--- src/rtl/tblink_rpc_rvarb.sv ---
`default_nettype none
// ============================================================================
// Module  : tblink_rpc_rvarb
// Brief   : Message-aware round-robin arbiter over 8-bit ready/valid streams.
//           Grant is held for a full tblink RPC message (DST, SIZE, SIZE+1 bytes).
//           Optional TBLINK_RPC_RVARB_STATS_EN adds msg_cnt and gnt_o outputs.
// Revision: 1.0 - initial release
// ============================================================================
module tblink_rpc_rvarb #(
  parameter int N_PORTS = 4,
  parameter int DAT_W   = 8
) (
  input  logic                     uclock,
  input  logic                     reset_n,
  input  logic [N_PORTS*DAT_W-1:0] i_dat,
  input  logic [N_PORTS-1:0]       i_valid,
  output logic [N_PORTS-1:0]       i_ready,
  output logic [DAT_W-1:0]         o_dat,
  output logic                     o_valid,
  input  logic                     o_ready
`ifdef TBLINK_RPC_RVARB_STATS_EN
  ,
  output logic [31:0]              msg_cnt,
  output logic [2:0]               gnt_o
`endif
);

  localparam int c_IDX_W = 3;

  typedef enum logic [1:0] {
    ST_IDLE = 2'd0,
    ST_HDR  = 2'd1,
    ST_SIZE = 2'd2,
    ST_BODY = 2'd3
  } state_t;

  state_t             r_st, w_st_nxt;
  logic [c_IDX_W-1:0] r_gnt, w_gnt_nxt;
  logic [c_IDX_W-1:0] r_ptr, w_ptr_nxt;
  logic [c_IDX_W-1:0] w_pick, w_gnt_inc;
  logic [7:0]         r_cnt, w_cnt_nxt;
  logic [DAT_W-1:0]   w_sel_dat;
  logic               w_sel_valid;
  logic               w_xfer;

  // Scan a doubled index range so wrap-around needs no modulo on the pointer;
  // iterating downward leaves the lowest qualifying index as the winner.
  always_comb begin
    w_pick = r_ptr;
    for (int i = 2*N_PORTS-1; i >= 0; i--) begin
      if (i >= int'(r_ptr) && i_valid[i % N_PORTS]) begin
        w_pick = c_IDX_W'(i % N_PORTS);
      end
    end
  end

  always_comb begin
    w_sel_dat   = '0;
    w_sel_valid = 1'b0;
    for (int k = 0; k < N_PORTS; k++) begin
      if (r_gnt == c_IDX_W'(k)) begin
        w_sel_dat   = i_dat[k*DAT_W +: DAT_W];
        w_sel_valid = i_valid[k];
      end
    end
  end

  assign w_gnt_inc = (r_gnt == c_IDX_W'(N_PORTS-1)) ? '0 : r_gnt + 1'b1;

  always_ff @(posedge uclock or negedge reset_n) begin
    if (!reset_n) begin
      r_st  <= ST_IDLE;
      r_gnt <= '0;
      r_ptr <= '0;
      r_cnt <= '0;
    end else begin
      r_st  <= w_st_nxt;
      r_gnt <= w_gnt_nxt;
      r_ptr <= w_ptr_nxt;
      r_cnt <= w_cnt_nxt;
    end
  end

  always_comb begin
    w_st_nxt  = r_st;
    w_gnt_nxt = r_gnt;
    w_ptr_nxt = r_ptr;
    w_cnt_nxt = r_cnt;
    o_dat     = '0;
    o_valid   = 1'b0;
    i_ready   = '0;
    w_xfer    = 1'b0;

    // i_ready depends only on grant state and o_ready, never on i_valid.
    if (r_st != ST_IDLE) begin
      o_dat   = w_sel_dat;
      o_valid = w_sel_valid;
      for (int k = 0; k < N_PORTS; k++) begin
        i_ready[k] = o_ready & (r_gnt == c_IDX_W'(k));
      end
      w_xfer = w_sel_valid & o_ready;
    end

    case (r_st)
      ST_IDLE: begin
        if (|i_valid) begin
          w_gnt_nxt = w_pick;
          w_st_nxt  = ST_HDR;
        end
      end
      ST_HDR: begin
        if (w_xfer) w_st_nxt = ST_SIZE;
      end
      ST_SIZE: begin
        if (w_xfer) begin
          w_cnt_nxt = w_sel_dat[7:0];
          w_st_nxt  = ST_BODY;
        end
      end
      ST_BODY: begin
        if (w_xfer) begin
          if (r_cnt == 8'd0) begin
            w_st_nxt  = ST_IDLE;
            w_ptr_nxt = w_gnt_inc;
          end else begin
            w_cnt_nxt = r_cnt - 8'd1;
          end
        end
      end
      default: w_st_nxt = ST_IDLE;
    endcase
  end

`ifdef TBLINK_RPC_RVARB_STATS_EN
  logic [31:0] r_msg_cnt;

  always_ff @(posedge uclock or negedge reset_n) begin
    if (!reset_n) begin
      r_msg_cnt <= '0;
    end else if (w_xfer && r_st == ST_BODY && r_cnt == 8'd0) begin
      r_msg_cnt <= r_msg_cnt + 32'd1;
    end
  end

  assign msg_cnt = r_msg_cnt;
  assign gnt_o   = (r_st != ST_IDLE) ? r_gnt : '0;
`endif

endmodule
`default_nettype wire

--- config.mk ---
export PLATFORM = sky130hd
export DESIGN_NAME = tblink_rpc_rvarb
export DESIGN_NICKNAME = d
export VERILOG_FILES = /design/src/rtl/tblink_rpc_rvarb.sv
export SDC_FILE = /design/constraint.sdc
export NUM_CORES = 1
export LEC_CHECK = 0
export CAP_MARGIN = 0
export CORE_UTILIZATION = 47
export CTS_CLUSTER_SIZE = 24
export DETAILED_ROUTE_END_ITERATION = 10
export HOLD_SLACK_MARGIN = 0.12
export PLACE_DENSITY = 0.9
export SETUP_SLACK_MARGIN = 0.02
export SKIP_CTS_REPAIR_TIMING = 1
export SLEW_MARGIN = 10
export SYNTH_ARGS = -nofsm -noshare
export SYNTH_HDL_FRONTEND = slang
export SYNTH_SLANG_ARGS = --single-unit
--- constraint.sdc ---
create_clock -name uclock -period 2.6 [get_ports uclock]
set_input_delay 0.52 -clock uclock [delete_from_list [all_inputs] [get_ports uclock]]
set_output_delay 0.52 -clock uclock [all_outputs]
set_load 0.005 [all_outputs]
* Yosys cells after proc, flatten, opt, wreduce, memory -nomap -nowiden
Index checks and enable logic that the tools add are counted.
** Cells by class
- $add $sub $neg :: 2
- Reductions and logical operators :: 17
- Equality and inequality tests :: 12
- Bitwise logic cells :: 5
- Mux-type cells :: 31
- Magnitude comparators :: 7
** Operator list (count)
- $mux W8 :: 8
- $mux W3 :: 9
- $pmux W8 S2 :: 1
- $ne A2 B2 Y1 const B :: 6
- $mux W2 :: 5
- $ge A3 B3 Y1 const A :: 3
- $logic_not A8 Y1 :: 1
- $pmux W2 S4 :: 1
- $sub A8 B1 Y8 const B :: 1
- $logic_and A1 B1 Y1 :: 7
- $eq A3 B2 Y1 const B :: 2
- $ge A1 B3 Y1 const A :: 2
- $ge A2 B3 Y1 const A :: 2
- $mux W1 :: 6
- $and A1 B1 Y1 :: 5
- $reduce_and A5 Y1 :: 1
- $eq A2 B2 Y1 const B :: 2
- $mux W4 :: 1
- $reduce_and A4 Y1 :: 1
- $reduce_bool A2 Y1 :: 2
- $reduce_or A4 Y1 :: 1
- $add A3 B1 Y3 const B :: 1
- $eq A3 B1 Y1 const B :: 1
- $logic_not A3 Y1 :: 1
- other kinds (4) :: 4
** Storage, ports and cells
- Flip-flop bits (word level) :: 16
- Output and inout bits :: 13

* Longest topological paths before layout
Gate-level depths: netlist (run 1).
- Depth after elaboration :: 9
- Gate-level depth with buffers :: 9

* Worst setup path before layout (run 1)
Ideal clock, no wire load.
- Path kind :: register -> output
- Start point :: register r_gnt[0]
- End point :: output o_dat[7]
- Path buffers :: 1
- Path slack :: 319 ps
- Data arrival time :: 1761 ps
- Cell stages (with the launch flop) :: 8
- Required time :: 2080 ps
- Path through :: dfrtp_1 -> inv_1 -> ha_1 -> nor2b_1 -> clkbuf_1 -> a221oi_1 -> or4_2 -> nor2_1
** On the way
- Word-level cells in the longest chain between the ends :: 6
- Elaborated cells between the ends (all ways) :: 9
** RTL lines
- from (decl) :: RTL line 38 : logic [c_IDX_W-1:0] r_gnt, w_gnt_nxt;
- from (signal assigned) :: RTL line 78 : r_gnt <= w_gnt_nxt;
- $logic_not A3 Y1 :: RTL line 61 : if (r_gnt == c_IDX_W'(k)) begin
- $mux W8 (3 in a row) :: RTL line 61
- $mux W8 * :: RTL line 61
- $mux W8 * :: RTL line 95 : if (r_st != ST_IDLE) begin
- to (decl) :: RTL line 18 : output logic [DAT_W-1:0] o_dat,
Every way passes the cells marked *; elsewhere a longest branch is shown, timed or not.

* Worst setup path in the final report (run 1)
- Start point :: register r_gnt[0]
- End point :: output o_dat[3]
The elaborated chain is that of the path after synthesis.

==> results.md, run 1 <==
* Initial antenna violation count at 0
* Yosys reg bits at 16
* Share of cells above drive strength 1 at 0.295
* Filler cells at between 200 and 250
* Area leader, netlist: dfrtp_1
* Pins Over Slew Limit at 0
* Final #Nets at 334
* Final WL at 5650 µm
* Slowest Stage Delay on Critical Path at 0.48 ns
* # rows at 21
* Final Skew at 0.00444 ns
* Die height at 61.0 µm
* Min-delay worst type: reg -> reg
* Post-synthesis mux area share at 0.0391
* Worst setup EP type: primary output
* VDD IR-drop max at between 0.5 and 0.6 mV
* Fin worst setup slack at -0.0760 ns
* TritonCTS clock tree: yes
* # DRC at 0
* GRT overflow at 0
* Critical-path cell list: buf_6, ha_4, nor2b_4, buf_4, a221oi_1, or4_4, nor2_2, dlymetal6s2s_1
* Die width at 61.0 µm
* DR WL/cell at about 17 µm
* RSZ-0062 raised after global routing: true
* Drt first pass iters at 5
* Status: finished, violations left
* Worst-path cell with the longest stage delay: dfrtp_2
* P&R area growth vs syn at 57.8%
* CTS Buf Count at 3
* Routability cong. at 0.888
* Fin crit share at 1.03
* Synthesized instance count at between 200 and 250
* Die Area at 3720 µm²
* Post-Place Worst Slack at -0.341 ns
* Fin. Hold Viols at 0
* Via count at 1,963
* Seq/Total Area, Yosys at 0.245
* Max Fclk at 374 MHz
* DP HPWL at ~3800 µm
* Starting DRT DRC Count at 188
* Yosys top cell area share at 0.245
* Critical path peak fanout at 4
* Combinational family with the most area after synthesis: simple AND/OR/NAND/NOR gates
* Avg Cell Area, Syn at 7.89 µm²
* Number of I/O pins at 52
* Crit path buf inv count at 3
* Max-Cap Viols at 0
* Final setup fails at 5
* Pleak at 1.14 nW
* Largest net degree at the start of global routing at 17
* Violated checks: negative setup slack
* First-pass GRT wire length at 7690 µm
* Routed vias/inst at around 6
* GR Util All Layers at 0.278
* Worst EP arrival at 2.16 ns
* Vias in the first global route at 1,746
* CP Launch Type: flop
* Core area at between 3000 and 4000 µm²
* Required @ worst endpoint at 2.08 ns
* Top cells by count, synth: nand2_1, nor2_1, dfrtp_1, inv_1, a21oi_1
* Clk Latency, worst-skew pair at 0.29 ns
* Yosys Warn Count at 0
* Finished Cell Area at 2580 µm²
* Synth Area in Simple Gates at 0.338
* Post-synth ARST share at 1.00
* Clk root buf: clkbuf_4
* XOR/XNOR share of the synthesized area at 0
* Compound-gate portion of the synthesized area at 0.234
* Distinct cells, synth at 50
* Dpl cell area at around 2300 µm²
* Post-Synth Adder-Cell Area at 0.0689
* Cell family with most CP delay: simple AND/OR/NAND/NOR gates
* ANT cells at 0
* Crit Path Category: reg -> out
* Synth Cell Area at 1630 µm²
* Max Buffers Root-to-Sink at 2
* Clk slew on worst S/H paths at about 0.10 ns
* CTS sink count at 16
* Slew HR at 0.497
* Post-synth EDFFs at 0
* H-tree Lvls at 1
* Tightest Pin Transition at 0.753 ns
* Post-synth top flop: dfrtp_1
* Power per Cell Area at 1180 nW/µm²
* Syn nets at 255
* DRT antenna net count at 0
* Synth area leaders: dfrtp_1, ha_1, nand2_1, nor2_1, nor3b_1
* Initial Utilization at 0.490
* Tmin final at roughly 2.7 ns
* Final TNS setup at -0.280 ns
* PortBufs at 51
## worst reg2reg max path: stages, from the launching register on
cell	delay [ns]
dfrtp_2	0.46
buf_6	0.14
ha_4	0.16
buf_4	0.13
buf_4	0.13
nor3b_2	0.15
nor3_2	0.19
buf_4	0.14
nand3_1	0.18
a221oi_2	0.35
mux2_2	0.37
## metal layers
layer	wire [µm]	share of wire	GRT usage	up-vias
met1	2230	0.40	0.331	945
met4	141	0.025	0.0844	0
met5	0	0	0	-
met2	2950	0.52	0.510	90
met3	326	0.058	0.0448	16
li1	-	-	-	912
## placed cells by master (no fill, tap or decap), drive strengths merged, types with 4 or more instances in the layout
master	netlist	final
nor3b	10	10
a31oi	5	5
nand3	4	4
nor3	5	5
clkbuf	13	5
nor2b	10	10
inv	13	13
nand2b	9	9
o21ai	6	6
nand2	21	21
nor4	4	4
clkdlybuf4s50	0	42
buf	1	42
dfrtp	16	16
nor2	22	22
ha	9	9
or4	5	5
a21oi	11	11
a221oi	9	9
## worst paths after layout
kind | startpoint | to | slack (ns) | depth (start not counted)
max in group asynchronous | reset_n | r_gnt[1] | 1.42 | 1
worst max register to register | r_gnt[1] | r_st[1] | 0.09 | 10
worst min register to register | r_cnt[5] | r_cnt[5] | 0.57 | 1
worst max-delay path | r_gnt[0] | o_dat[3] | -0.08 | 8
min in group asynchronous | reset_n | r_cnt[7] | 0.66 | 1
worst min-delay path | r_cnt[5] | r_cnt[5] | 0.57 | 1
## area by class of cell
class / instances / area, µm² / area share
flip-flops and latches: 16 / 403 / 0.156
multi-input cells: 164 / 1240 / 0.482
inverters: 13 / 51.3 / 0.0199
repair buffers: 88 / 788 / 0.306
clock buffers: 4 / 36.3 / 0.0141
well taps: 46 / 57.6 / 0.0223
## metrics by stage
step | hold WS, ns | std cells | power (mW) | util
6_report | 0.567 | 331 | 3.06 | 0.773
5_1_grt | 0.600 | 331 | 3.27 | 0.773
3_5_place_dp | 0.538 | 317 | 2.46 | 0.698
2_1_floorplan | 0.224 | 207 | 1.61 | -
3_3_place_gp | 0.513 | 317 | 2.39 | 0.698
4_1_cts | 0.562 | 321 | 2.64 | 0.709
## sequential cells by signal, indices dropped and copies added (netlist names)
| signal | count |
|---|---|
| r_st | 2 |
| r_ptr | 3 |
| r_cnt | 8 |
| r_gnt | 3 |
## kinds of logic (layout without fill, tap and decap cells)
group | Yosys count | after routing
simple gates | 98 | 98
compound gates | 51 | 51
flops | 16 | 16
buf+inv | 27 | 105
mux | 6 | 6
fa+ha+maj | 9 | 9
## report_power, final
part	internal, mW	total [mW]	leakage [nW]	switching (mW)
clock network	0.0854	0.172	0.0210	0.0866
registers	0.350	0.485	0.190	0.135
logic	1.26	2.40	0.927	1.14
(Power assumes the default switching activity.)
==> inputs of run 2 (changes only) <==
--- a/config.mk
+++ b/config.mk
@@ -6,11 +6,11 @@
 export NUM_CORES = 1
 export LEC_CHECK = 0
 export CAP_MARGIN = 0
-export CORE_UTILIZATION = 47
+export CORE_UTILIZATION = 25
 export CTS_CLUSTER_SIZE = 24
 export DETAILED_ROUTE_END_ITERATION = 10
 export HOLD_SLACK_MARGIN = 0.12
-export PLACE_DENSITY = 0.9
+export PLACE_DENSITY = 0.57
 export SETUP_SLACK_MARGIN = 0.02
 export SKIP_CTS_REPAIR_TIMING = 1
 export SLEW_MARGIN = 10
==> results.md, run 2 (synthesis results as in run 1) <==
* Max-Cap Viols at 0
* End of the critical path: o_dat[2]
* Most frequent cell on the critical path: buf_6
* Max Buffers Root-to-Sink at 2
* Slew HR at 0.668
* Routability cong. at 0.797
* Slowest Stage Delay on Critical Path at 0.50 ns
* Pins Over Slew Limit at 0
* Worst path depth at 10
* GR Util met2 at 0.273
* Met3 usage at 0.0239
* P&R area growth vs syn at 63.2%
* Violated checks: negative setup slack
* Share of cells above drive strength 1 at 0.298
* Number of I/O pins at 52
* Crit. Startpoint: r_gnt[0]
* Die Area at 6860 µm²
* GRT overflow at 0
* Power per Cell Area at 1140 nW/µm²
* # DRC at 0
* Worst EP arrival at 2.17 ns
* CTS Buf Count at 3
* Cell family with most CP delay: simple AND/OR/NAND/NOR gates
* Fin worst setup slack at -0.0877 ns
* Via count at between 1,500 and 2,000
* Worst setup EP type: primary output
* Starting DRT DRC Count at 63
* Largest Register: r_cnt
* CP Launch Type: flop
* GR peak layer: met2
* Tmin final at 2.69 ns
* Crit path buf inv count at 5
* Critical-path cell list: inv_2, ha_4, nor2b_4, buf_6, buf_6, buf_6, a221oi_2, or4_4, nor2_2, buf_2
* Drt first pass iters at 4
* Largest net degree at the start of global routing at 17
* PortBufs at 51
* First-pass GRT wire length at 8760 µm
* Initial Utilization at 0.259
* Final Skew at roughly 0.0038 ns
* P_int at 1.76 mW
* DP HPWL at a little over 4000 µm
* R2R Setup Slk at between 0.15 and 0.2 ns
* Vias in the first global route at 1,807
* Pleak at between 1 and 1.5 nW
* Final #Nets at ~340
* Crit Path Category: reg -> out
* Grt met1 use at 0.201
* Worst-path cell with the longest stage delay: or4_4
* TritonCTS clock tree: yes
* Max Fclk at 372 MHz
* Initial antenna violation count at 0
* Biggest regs: r_cnt x8, r_gnt x3, r_ptr x3
* Power share of the combinational group at 0.783
* Final WL at 5340 µm
* Fin crit share at 1.03
* H-tree Lvls at 1
* Clk root buf: clkbuf_8
* Post-Place Worst Slack at -0.499 ns
* Core area at around 6300 µm²
* Min-delay worst type: reg -> reg
* RR Endpoint: r_ptr[0]
* Critical path peak fanout at 3
* Commonest non-fill, non-tap cell in the layout: clkdlybuf4s50_1
* # rows at 29
* Die height at 82.8 µm
* Final TNS setup at -0.130 ns
* Status: finished, violations left
* RSZ-0062 raised after global routing: true
* Clk Latency, worst-skew pair at 0.25 ns
* Die width at 82.8 µm
* CTS sink count at 16
* Clk slew on worst S/H paths at 0.06 ns
* Tightest Pin Transition at approximately 0.49 ns
* Routed vias/inst at 4.96
* FF-to-FF Start: r_gnt[0]
* Worst R2R Path Depth at 8
* Final setup fails at 2
* DRT antenna net count at 0
* VDD IR-drop max at 0.559 mV
* Number of flip-flops in the largest register at 8
* Part of the power in registers at 0.153
* DR WL/cell at 14.6 µm
* Required @ worst endpoint at 2.08 ns
* Psw at between 1 and 1.5 mW
* Sw Share at 0.420
* Clock Power Share at 0.063
* Fin. Hold Viols at 0
* GR Util All Layers at 0.155
* Commonest non-fill, non-tap cells in the layout: clkdlybuf4s50_1, buf_4, nand2_1, nor2_1, dfrtp_1
* ANT cells at 0
## run 2: cell type report
class | instances | area (µm²)
fill | 660 | 3650
multi-input combinational | 164 | 1240
timing repair buffer | 93 | 841
sequential | 16 | 400
tap | 77 | 96.3
inverter | 13 | 48.8
clock buffer | 3 | 41.3
## run 2: power groups by stage
stage               logic, mW  clock network [mW]  registers, mW
floorplan                1.17                   0          0.440
global placement         2.05                   0          0.459
detailed placement       2.07                   0          0.462
CTS                      2.08               0.202          0.458
global route             2.64               0.217          0.489
finish                   2.38               0.192          0.465
## run 2: metal layers
| metal | wire (µm) | vias up | part of all wire |
|---|---|---|---|
| met5 | 0 | - | 0 |
| met3 | 157 | 2 | 0.029 |
| li1 | - | 914 | - |
| met1 | 2440 | 861 | 0.46 |
| met4 | 26 | 0 | 0.0049 |
| met2 | 2720 | 38 | 0.51 |
## run 2: how the worst min path moves through the flow
stage,endpoint,from,cells after the start,slack (ns)
final,r_gnt[1],r_gnt[1],2,0.55
after global routing,r_cnt[1],r_cnt[1],2,0.61
after CTS,r_gnt[1],r_gnt[1],2,0.51
after detailed placement,r_gnt[1],r_gnt[1],2,0.50
after global placement,r_gnt[1],r_gnt[1],2,0.50
after floorplan,r_cnt[0],reset_n,0,0.22
## run 2: stage by stage
stage          cells  cell area, µm²  hold WS (ns)  power, mW   util
2_1_floorplan    207            1630         0.224       1.61      -
4_1_cts          356            2450         0.513       2.74  0.388
5_1_grt          366            2670         0.605       3.34  0.423
3_3_place_gp     353            2410         0.496       2.51  0.381
6_report         366            2670         0.545       3.03  0.423
3_5_place_dp     353            2410         0.498       2.53  0.381
## run 2: worst reg2reg max path, delay by kind of cell, from the launching register on
kind	cells	cell delay, ns
AND/OR/NAND/NOR	3	0.78
flip-flops	1	0.41
AO/OA/AOI/OAI	1	0.29
buffers and inverters	2	0.30
adder cells (fa/ha/maj)	1	0.17
multiplexers	1	0.35
==> inputs of run 3 (changes only) <==
--- a/config.mk
+++ b/config.mk
@@ -11,7 +11,6 @@
 export DETAILED_ROUTE_END_ITERATION = 10
 export HOLD_SLACK_MARGIN = 0.12
 export PLACE_DENSITY = 0.57
-export SETUP_SLACK_MARGIN = 0.02
 export SKIP_CTS_REPAIR_TIMING = 1
 export SLEW_MARGIN = 10
 export SYNTH_ARGS = -nofsm -noshare
==> constraint.sdc (replaced) <==
create_clock -name uclock -period 2.6 [get_ports uclock]
set_input_delay 0.52 -clock uclock [delete_from_list [all_inputs] [get_ports uclock]]
set_output_delay 0.52 -clock uclock [all_outputs]
set_load 0.1 [all_outputs]
==> results.md, run 3 (synthesis results as in run 1) <==
* First-pass GRT wire length at between 8000 and 9000 µm
* Status: finished, violations left
* H-tree Lvls at 1
* Final setup fails at 4
* Clk slew on worst S/H paths at 0.07 ns
* Worst setup EP type: primary output
* Final core utilization at 0.447
* Vias in the first global route at 1,767
* Critical-path cell list: buf_6, ha_4, buf_12, nor2b_1, or4_4, nor2_4, buf_12
* PortBufs at between 50 and 60
* # rows at 29
* Cell family with most CP delay: simple AND/OR/NAND/NOR gates
* Commonest non-fill, non-tap cell in the layout: clkdlybuf4s50_1
* CP Launch Type: flop
* Clk Latency, worst-skew pair at 0.26 ns
* Post-Place Worst Slack at 0.0639 ns
* Worst-path cell with the longest stage delay: or4_4
* Share of cells above drive strength 1 at 0.325
* Critical path peak fanout at 5
* Final #Nets at between 300 and 400
* Worst hold slack at 0.553 ns
* DR WL/cell at 15.4 µm
* Slew HR at 0.466
* Die Area at 6860 µm²
* DRT antenna net count at 0
* Max-Cap Viols at 0
* Required @ worst endpoint at approximately 2.1 ns
* # DRC at 0
* ANT cells at 0
* Die height at 82.8 µm
* Max Fclk at 378 MHz
* Largest net degree at the start of global routing at 22
* Crit Path Category: reg -> out
* Fin crit share at 1.02
* Die width at 82.8 µm
* Max Buffers Root-to-Sink at 2
* Fin. Hold Viols at 0
* Initial antenna violation count at 0
* Initial Utilization at 0.259
* P&R area growth vs syn at 72.9%
* Filler cells at 634
* Number of I/O pins at 52
* Core area at between 6000 and 7000 µm²
* Fin worst setup slack at -0.0454 ns
* Most frequent cell on the critical path: buf_12
* Worst EP arrival at roughly 2.1 ns
* Crit path buf inv count at 3
* Number of flip-flops in the largest register at 8
* Starting DRT DRC Count at between 80 and 90
* Biggest regs: r_cnt x8, r_gnt x3, r_ptr x3
* Routed vias/inst at 5.12
* GR Util All Layers at 0.152
* Commonest non-fill, non-tap cells in the layout: clkdlybuf4s50_1, nand2_1, buf_4, buf_12, dfrtp_1
* CTS sink count at 16
* Pins Over Slew Limit at 0
* TritonCTS clock tree: yes
* Area taken by multi-input logic gates at 1290 µm²
* Drt first pass iters at 4
* Tightest Pin Transition at 0.798 ns
* Final WL at approximately 5400 µm
* Register area at 402 µm²
* GRT overflow at 0
* Final Skew at 0.00682 ns
* DP HPWL at 4000 µm
* Tmin final at approximately 2.6 ns
* Via count at roughly 1,800
* Violated checks: negative setup slack
* Clk root buf: clkbuf_8
* CTS Buf Count at 3
* Largest Register: r_cnt
* Routability cong. at 0.844
* RSZ-0062 raised after global routing: true
* Min-delay worst type: reg -> reg
* Slowest Stage Delay on Critical Path at 0.54 ns
## run 3: changes by cell type in the layout (fill, tap and decap cells not counted), moves of 3 or more
cell | previous run | this run
a221oi_1 | 3 | 6
buf_12 | 0 | 15
buf_2 | 3 | 0
buf_4 | 34 | 21
buf_6 | 8 | 4
clkdlybuf4s50_1 | 42 | 38
dlymetal6s2s_1 | 4 | 0
nor2_1 | 17 | 13
nor2_4 | 0 | 6
nor3b_1 | 9 | 6
## run 3: area by class of cell
type	count	share of cell area
timing repair buffer	80	0.330
multi-input combinational	164	0.457
tap	77	0.0341
clock buffer	4	0.0195
sequential	16	0.142
inverter	13	0.0173
## run 3: final timing paths
path | from | endpoint | slack (ns) | cells after the start
max in group asynchronous | reset_n | r_gnt[1] | 1.33 | 1
min in group asynchronous | reset_n | r_cnt[2] | 0.72 | 1
worst max register to register | r_gnt[0] | r_st[1] | 0.26 | 9
worst min register to register | r_cnt[5] | r_cnt[5] | 0.55 | 1
worst min-delay path | r_cnt[5] | r_cnt[5] | 0.55 | 1
worst max-delay path | r_gnt[0] | o_dat[2] | -0.05 | 7
## run 3: per-stage QoR
step	instances	setup TNS [ns]	cell area [µm²]
floorplan	207	-0.152	1730
global placement	337	0	2520
detailed placement	337	0	2520
CTS	341	-1.14	2580
global route	354	-0.569	2830
finish	354	-0.164	2830
## run 3: layer usage
metal  track usage  share of wire  up-vias
li1              -              -      893
met1         0.198           0.47      881
met2         0.261           0.49       33
met3        0.0288          0.033        4
met4        0.0345         0.0081        0
met5             0              0        -
Power of run 3 is left out: the tool's default activity adds up to more than one toggle a clock period on the data nets, which glitch-free logic cannot reach.
